--- src/rtl/exe_div_unit_if.sv ---
// Pipeline <-> divider bundle: operand/control inputs from ID/EXE and the
// stall/result signals returned to the pipeline.
interface exe_div_unit_if #(
    parameter int DATA_W = 32
);
    logic              div_start;
    logic              div_signed;
    logic [DATA_W-1:0] div_src1;
    logic [DATA_W-1:0] div_src2;
    logic              flush;
    logic              stallreq_div;
    logic              div_ready;
    logic [DATA_W-1:0] div_hi;
    logic [DATA_W-1:0] div_lo;

    modport master (
        output div_start, div_signed, div_src1, div_src2, flush,
        input  stallreq_div, div_ready, div_hi, div_lo
    );

    modport slave (
        input  div_start, div_signed, div_src1, div_src2, flush,
        output stallreq_div, div_ready, div_hi, div_lo
    );
endinterface

--- src/rtl/exe_div_unit.sv ---
// Multi-cycle restoring radix-2 divider for MIPS DIV/DIVU (quotient->LO, remainder->HI).
// Optional macro DIV_EARLY_OUT_EN: finish in one cycle when |dividend| < |divisor|.
module exe_div_unit #(
    parameter int DATA_W = 32,
    parameter int CNT_W  = 6
) (
    input  logic          cpu_clk_50M,
    input  logic          cpu_rst,
    exe_div_unit_if.slave bus
);
    localparam logic [1:0] IDLE = 2'd0;
    localparam logic [1:0] BUSY = 2'd1;
    localparam logic [1:0] DONE = 2'd2;

    logic [1:0]        state;
    logic [CNT_W-1:0]  cnt;
    logic [DATA_W-1:0] rem;
    logic [DATA_W-1:0] quo;
    logic [DATA_W-1:0] dvsr;
    logic              q_sign;
    logic              r_sign;
    logic [DATA_W-1:0] hi_q;
    logic [DATA_W-1:0] lo_q;

    logic [DATA_W-1:0] abs1;
    logic [DATA_W-1:0] abs2;
    logic [DATA_W:0]   rem_sh;
    logic [DATA_W:0]   diff;
    logic [DATA_W-1:0] rem_step;
    logic [DATA_W-1:0] quo_step;
    logic [DATA_W-1:0] lo_fin;
    logic [DATA_W-1:0] hi_fin;
    logic              early;

    always_comb begin
        abs1 = (bus.div_signed && bus.div_src1[DATA_W-1]) ? -bus.div_src1 : bus.div_src1;
        abs2 = (bus.div_signed && bus.div_src2[DATA_W-1]) ? -bus.div_src2 : bus.div_src2;

        // Borrow out of the (DATA_W+1)-bit subtract doubles as the rem >= divisor compare.
        rem_sh = {rem, quo[DATA_W-1]};
        diff   = rem_sh - {1'b0, dvsr};
        if (!diff[DATA_W]) begin
            rem_step = diff[DATA_W-1:0];
            quo_step = {quo[DATA_W-2:0], 1'b1};
        end else begin
            rem_step = rem_sh[DATA_W-1:0];
            quo_step = {quo[DATA_W-2:0], 1'b0};
        end

        lo_fin = q_sign ? -quo_step : quo_step;
        hi_fin = r_sign ? -rem_step : rem_step;

`ifdef DIV_EARLY_OUT_EN
        early = (abs1 < abs2);
`else
        early = 1'b0;
`endif
    end

    assign bus.stallreq_div = ~cpu_rst & ~bus.flush &
                              (((state == IDLE) & bus.div_start) | (state == BUSY));
    assign bus.div_ready    = ~cpu_rst & ~bus.flush & (state == DONE);
    assign bus.div_hi       = hi_q;
    assign bus.div_lo       = lo_q;

    // Results are registered on the edge entering DONE so they are valid alongside div_ready.
    always_ff @(posedge cpu_clk_50M or posedge cpu_rst) begin
        if (cpu_rst) begin
            state  <= IDLE;
            cnt    <= '0;
            rem    <= '0;
            quo    <= '0;
            dvsr   <= '0;
            q_sign <= 1'b0;
            r_sign <= 1'b0;
            hi_q   <= '0;
            lo_q   <= '0;
        end else if (bus.flush) begin
            state <= IDLE;
            cnt   <= '0;
        end else begin
            case (state)
                IDLE: begin
                    if (bus.div_start) begin
                        if (bus.div_src2 == '0) begin
                            lo_q  <= '1;
                            hi_q  <= bus.div_src1;
                            state <= DONE;
                        end else if (early) begin
                            // Sign-corrected |src1| is src1 itself; -0 is 0.
                            lo_q  <= '0;
                            hi_q  <= bus.div_src1;
                            state <= DONE;
                        end else begin
                            rem    <= '0;
                            quo    <= abs1;
                            dvsr   <= abs2;
                            q_sign <= bus.div_signed & (bus.div_src1[DATA_W-1] ^ bus.div_src2[DATA_W-1]);
                            r_sign <= bus.div_signed & bus.div_src1[DATA_W-1];
                            cnt    <= '0;
                            state  <= BUSY;
                        end
                    end
                end
                BUSY: begin
                    if (!bus.div_start) begin
                        state <= IDLE;
                        cnt   <= '0;
                    end else begin
                        rem <= rem_step;
                        quo <= quo_step;
                        cnt <= cnt + 1'b1;
                        if (cnt == CNT_W'(DATA_W - 1)) begin
                            lo_q  <= lo_fin;
                            hi_q  <= hi_fin;
                            state <= DONE;
                        end
                    end
                end
                DONE: begin
                    state <= IDLE;
                    cnt   <= '0;
                end
                default: begin
                    state <= IDLE;
                    cnt   <= '0;
                end
            endcase
        end
    end
endmodule

--- src/flat_wrapper.sv ---
// flat-port wrapper written by rule: the top's interface ports become plain ports
module exe_div_unit_flat 
#(
    parameter int DATA_W = 32,
    parameter int CNT_W  = 6
)
  (cpu_clk_50M, cpu_rst, bus_div_start, bus_div_signed, bus_div_src1, bus_div_src2, bus_flush, bus_stallreq_div, bus_div_ready, bus_div_hi, bus_div_lo);
  exe_div_unit_if #(.DATA_W(DATA_W)) bus_i ();
  input  logic cpu_clk_50M;
  input  logic cpu_rst;
  input wire logic [$bits(bus_i.div_start)-1:0] bus_div_start;
  input wire logic [$bits(bus_i.div_signed)-1:0] bus_div_signed;
  input wire logic [$bits(bus_i.div_src1)-1:0] bus_div_src1;
  input wire logic [$bits(bus_i.div_src2)-1:0] bus_div_src2;
  input wire logic [$bits(bus_i.flush)-1:0] bus_flush;
  output wire logic [$bits(bus_i.stallreq_div)-1:0] bus_stallreq_div;
  output wire logic [$bits(bus_i.div_ready)-1:0] bus_div_ready;
  output wire logic [$bits(bus_i.div_hi)-1:0] bus_div_hi;
  output wire logic [$bits(bus_i.div_lo)-1:0] bus_div_lo;
  assign bus_i.div_start = bus_div_start;
  assign bus_i.div_signed = bus_div_signed;
  assign bus_i.div_src1 = bus_div_src1;
  assign bus_i.div_src2 = bus_div_src2;
  assign bus_i.flush = bus_flush;
  assign bus_stallreq_div = bus_i.stallreq_div;
  assign bus_div_ready = bus_i.div_ready;
  assign bus_div_hi = bus_i.div_hi;
  assign bus_div_lo = bus_i.div_lo;
  exe_div_unit #(.DATA_W(DATA_W), .CNT_W(CNT_W)) u_core (.cpu_clk_50M(cpu_clk_50M), .cpu_rst(cpu_rst), .bus(bus_i));
endmodule
--- config.mk ---
export PLATFORM = sky130hd
export DESIGN_NAME = exe_div_unit_flat
export DESIGN_NICKNAME = d
export VERILOG_FILES = /design/src/rtl/exe_div_unit_if.sv /design/src/rtl/exe_div_unit.sv /design/src/flat_wrapper.sv
export SDC_FILE = /design/constraint.sdc
export NUM_CORES = 1
export LEC_CHECK = 0
export ABC_AREA = 1
export BUFFER_PORTS_ARGS = -buffer_cell sky130_fd_sc_hd__buf_2
export CORE_MARGIN = 3
export CORE_UTILIZATION = 30
export DETAILED_ROUTE_END_ITERATION = 8
export GPL_ROUTABILITY_DRIVEN = 0
export SETUP_SLACK_MARGIN = 0.2
export SLEW_MARGIN = 20
export SYNTH_ARGS = -nofsm -noshare
export SYNTH_HDL_FRONTEND = slang
export SYNTH_SLANG_ARGS = --single-unit
--- constraint.sdc ---
create_clock -name cpu_clk_50M -period 7.7 [get_ports cpu_clk_50M]
set_input_delay 2.31 -clock cpu_clk_50M [delete_from_list [all_inputs] [get_ports cpu_clk_50M]]
set_output_delay 2.31 -clock cpu_clk_50M [all_outputs]
set_load 0.05 [all_outputs]
==> flow_summary.json <==
{
  "postRouteAntennaNets": 0,
  "synth_enable_flop_cells": 0,
  "dr.pass1.iters": 6,
  "finalSetupTns_ns": 0,
  "crit_chain": "buf_2, or2_2, nor3_1, buf_2",
  "ys_seq_area_frac": 0.312,
  "cpPeakStageDelay_ns": 0.28,
  "max_freq_mhz": 183,
  "cts_sinks": 170,
  "cp-end-kind": "output port",
  "start_util": 0.306,
  "wirelength_um": 44400,
  "cts_tree": "built",
  "status": "finished, final reports clean",
  "slew_viol_final": 0,
  "crit_buf_inv": 2,
  "grt_pass1_vias": 13500,
  "postCtsSetupBuffers": 0,
  "async_reset_ff_frac": 1.00,
  "crit_top_cell": "buf_2",
  "synth_area_mm2": 0.0136,
  "port_buffers": 134,
  "maxSlewHeadroom": 0.269,
  "ys_ff_latch": 170,
  "post_drt_wl_per_cell_um": 15.6,
  "setup_viol": 0,
  "pin_count": 135,
  "layout.nets": 2350,
  "hp-class": "reg2reg",
  "ir_drop_uv": 190,
  "place_inst": 2816,
  "met2_length_um": 20600,
  "regToRegSetupSlack_ns": 2.69,
  "synth_top_cell_by_area": "dfrtp_1",
  "crit_type": "in2out",
  "clockBufferDepth": 2,
  "dieArea_mm2": 0.0481,
  "ys_warn_count": 0,
  "worst_pin_slew_ns": 1.10,
  "dr.max_layer_used": "met4",
  "drt-initial-drc-count": 1062,
  "m1WireLength_um": 20600,
  "crit_path_top_delay_cell": "or2_2",
  "grt_usage": 0.185,
  "viasPerCell": 4.93,
  "holdBufCountCts": 0,
  "synthCells": 2152,
  "drc": 0,
  "grt_first_pass_wirelength_um": 71100,
  "synth.area.top_cells": "dfrtp_1 (31%), nand2_1 (19%), inv_1 (8.4%)",
  "instances_no_fill": 2848,
  "min_period_ns": 5.47,
  "worst_skew_pair.late_latency_ns": 0.45,
  "numCtsBuffers": 17,
  "p_leak_nw": 7.98,
  "synth_nets": 2259,
  "ys.flop_type": "dfrtp_1",
  "cts_root_buf": "clkbuf_16",
  "layout_commonest_cell": "nand2_1",
  "grt_overflow": 0,
  "nFillCells": 4830,
  "vias": 14000,
  "layout_common_cells": "nand2_1 (684), inv_1 (304), nor2_1 (203)",
  "diodes": 0,
  "drv_cap": 0,
  "path_clk_slew_ns": 0.07,
  "rsz0062_at_grt": "no",
  "rows": 77,
  "areaGrowthSynthToFinish_pct": 13.0,
  "worstPathMaxFanout": 2,
  "postCtsResizedCells": 0,
  "coreArea_mm2": 0.0446,
  "cts_max_level": 4,
  "layout-drive-gt1-share": 0.114,
  "place_hpwl_um": 34100,
  "antenna_found_initial": 0,
  "fp.dieW_um": 219,
  "critPathRequiredTime_ns": 5.39,
  "synth.avg_cell_area_um2": 6.34,
  "hold_violations": 0,
  "arrival_ns": 3.16,
  "clock_skew_ns": 0.0148,
  "grt_max_degree": 94,
  "synth_top_area_share": 0.312,
  "route.met3.wl_um": 1880,
  "start_kind": "input pin",
  "timing.final.crit_share": 0.711,
  "die_y_um": 219,
  "ys_types": 55,
  "powerDensity_mw_per_mm2": 323,
  "critical-path-top-delay-family": "simple AND/OR/NAND/NOR gates"
}
==> metal layers <==
metal	track usage	vias up
met5	0	-
met4	0.0618	0
met3	0.0237	71
met2	0.307	363
met1	0.248	6521
li1	-	7076
==> cell usage after synthesis (all sizes together) (7+ instances only) <==
master,count
ha,37
xnor2,9
a31oi,32
dfrtp,170
nor3,37
nor2,219
inv,309
o21ai,142
buf,32
nand3,182
o211ai,17
a21oi,77
nand4,23
o31ai,7
o22ai,14
xor2,38
nand2,720
clkbuf,41
==> report_power, final <==
group	internal [mW]	leakage, nW	total, mW	switching (mW)
combinational	0.747	5.58	2.74	2.00
clock	0.506	0.300	0.926	0.420
sequential	1.12	2.10	1.30	0.185
==> final cells by class <==
class / count / area [µm²] / share of cell area
Clock inverter: 13 / 159 / 0.0103
Inverter: 310 / 1170 / 0.0758
Multi-Input combinational cell: 1599 / 7890 / 0.512
Clock buffer: 19 / 453 / 0.0294
Sequential cell: 170 / 4260 / 0.276
Tap cell: 592 / 741 / 0.0480
Timing Repair Buffer: 145 / 753 / 0.0488
==> metrics by stage <==
stage                      util  area [µm²]  power [mW]  hold WS [ns]  setup WS, ns
after global placement    0.332       14800        4.00         0.464          1.96
after CTS                 0.346       15400        4.98         0.483          2.22
final                     0.346       15400        4.97         0.478          2.23
after floorplan               -       13600        3.35         0.453         0.787
after global routing      0.346       15400        5.37         0.499          1.84
after detailed placement  0.332       14800        4.04         0.465          1.84
==> path summary, 6_finish.rpt <==
kind	startpoint	to	cells past startpoint
setup / recovery	cpu_rst	bus_stallreq_div	4
hold / removal	u_core.bus.div_hi[31]	u_core.bus.div_hi[31]	2
setup reg to reg	u_core.quo[31]	u_core.bus.div_lo[30]	30
hold reg to reg	u_core.bus.div_hi[31]	u_core.bus.div_hi[31]	2
max in group asynchronous	cpu_rst	u_core.quo[5]	3
min in group asynchronous	cpu_rst	u_core.bus.div_hi[27]	2
==> cell families (layout without fill, tap and decap cells) <==
| group | Yosys count | count (layout) | share of synthesized area |
|---|---|---|---|
| compound gates | 313 | 313 | 0.132 |
| xor+xnor | 47 | 47 | 0.0302 |
| fa+ha+maj | 38 | 38 | 0.0354 |
| buf+inv | 383 | 487 | 0.112 |
| flops | 170 | 170 | 0.312 |
| simple gates | 1201 | 1201 | 0.379 |
==> worst min-delay path, stage by stage, from the launching register on <==
cell and delay, ns:
dfrtp_1 0.34, nand2_1 0.05, nand2_1 0.06
==> state kept, by name, summed over array words and instances, names as in the netlist <==
name               cells
u_core.bus.div_hi     32
u_core.bus.div_lo     32
u_core.cnt             6
u_core.dvsr           32
u_core.q_sign          1
u_core.quo            32
u_core.r_sign          1
u_core.rem            32
u_core.state           2
(Power assumes the default switching activity.)
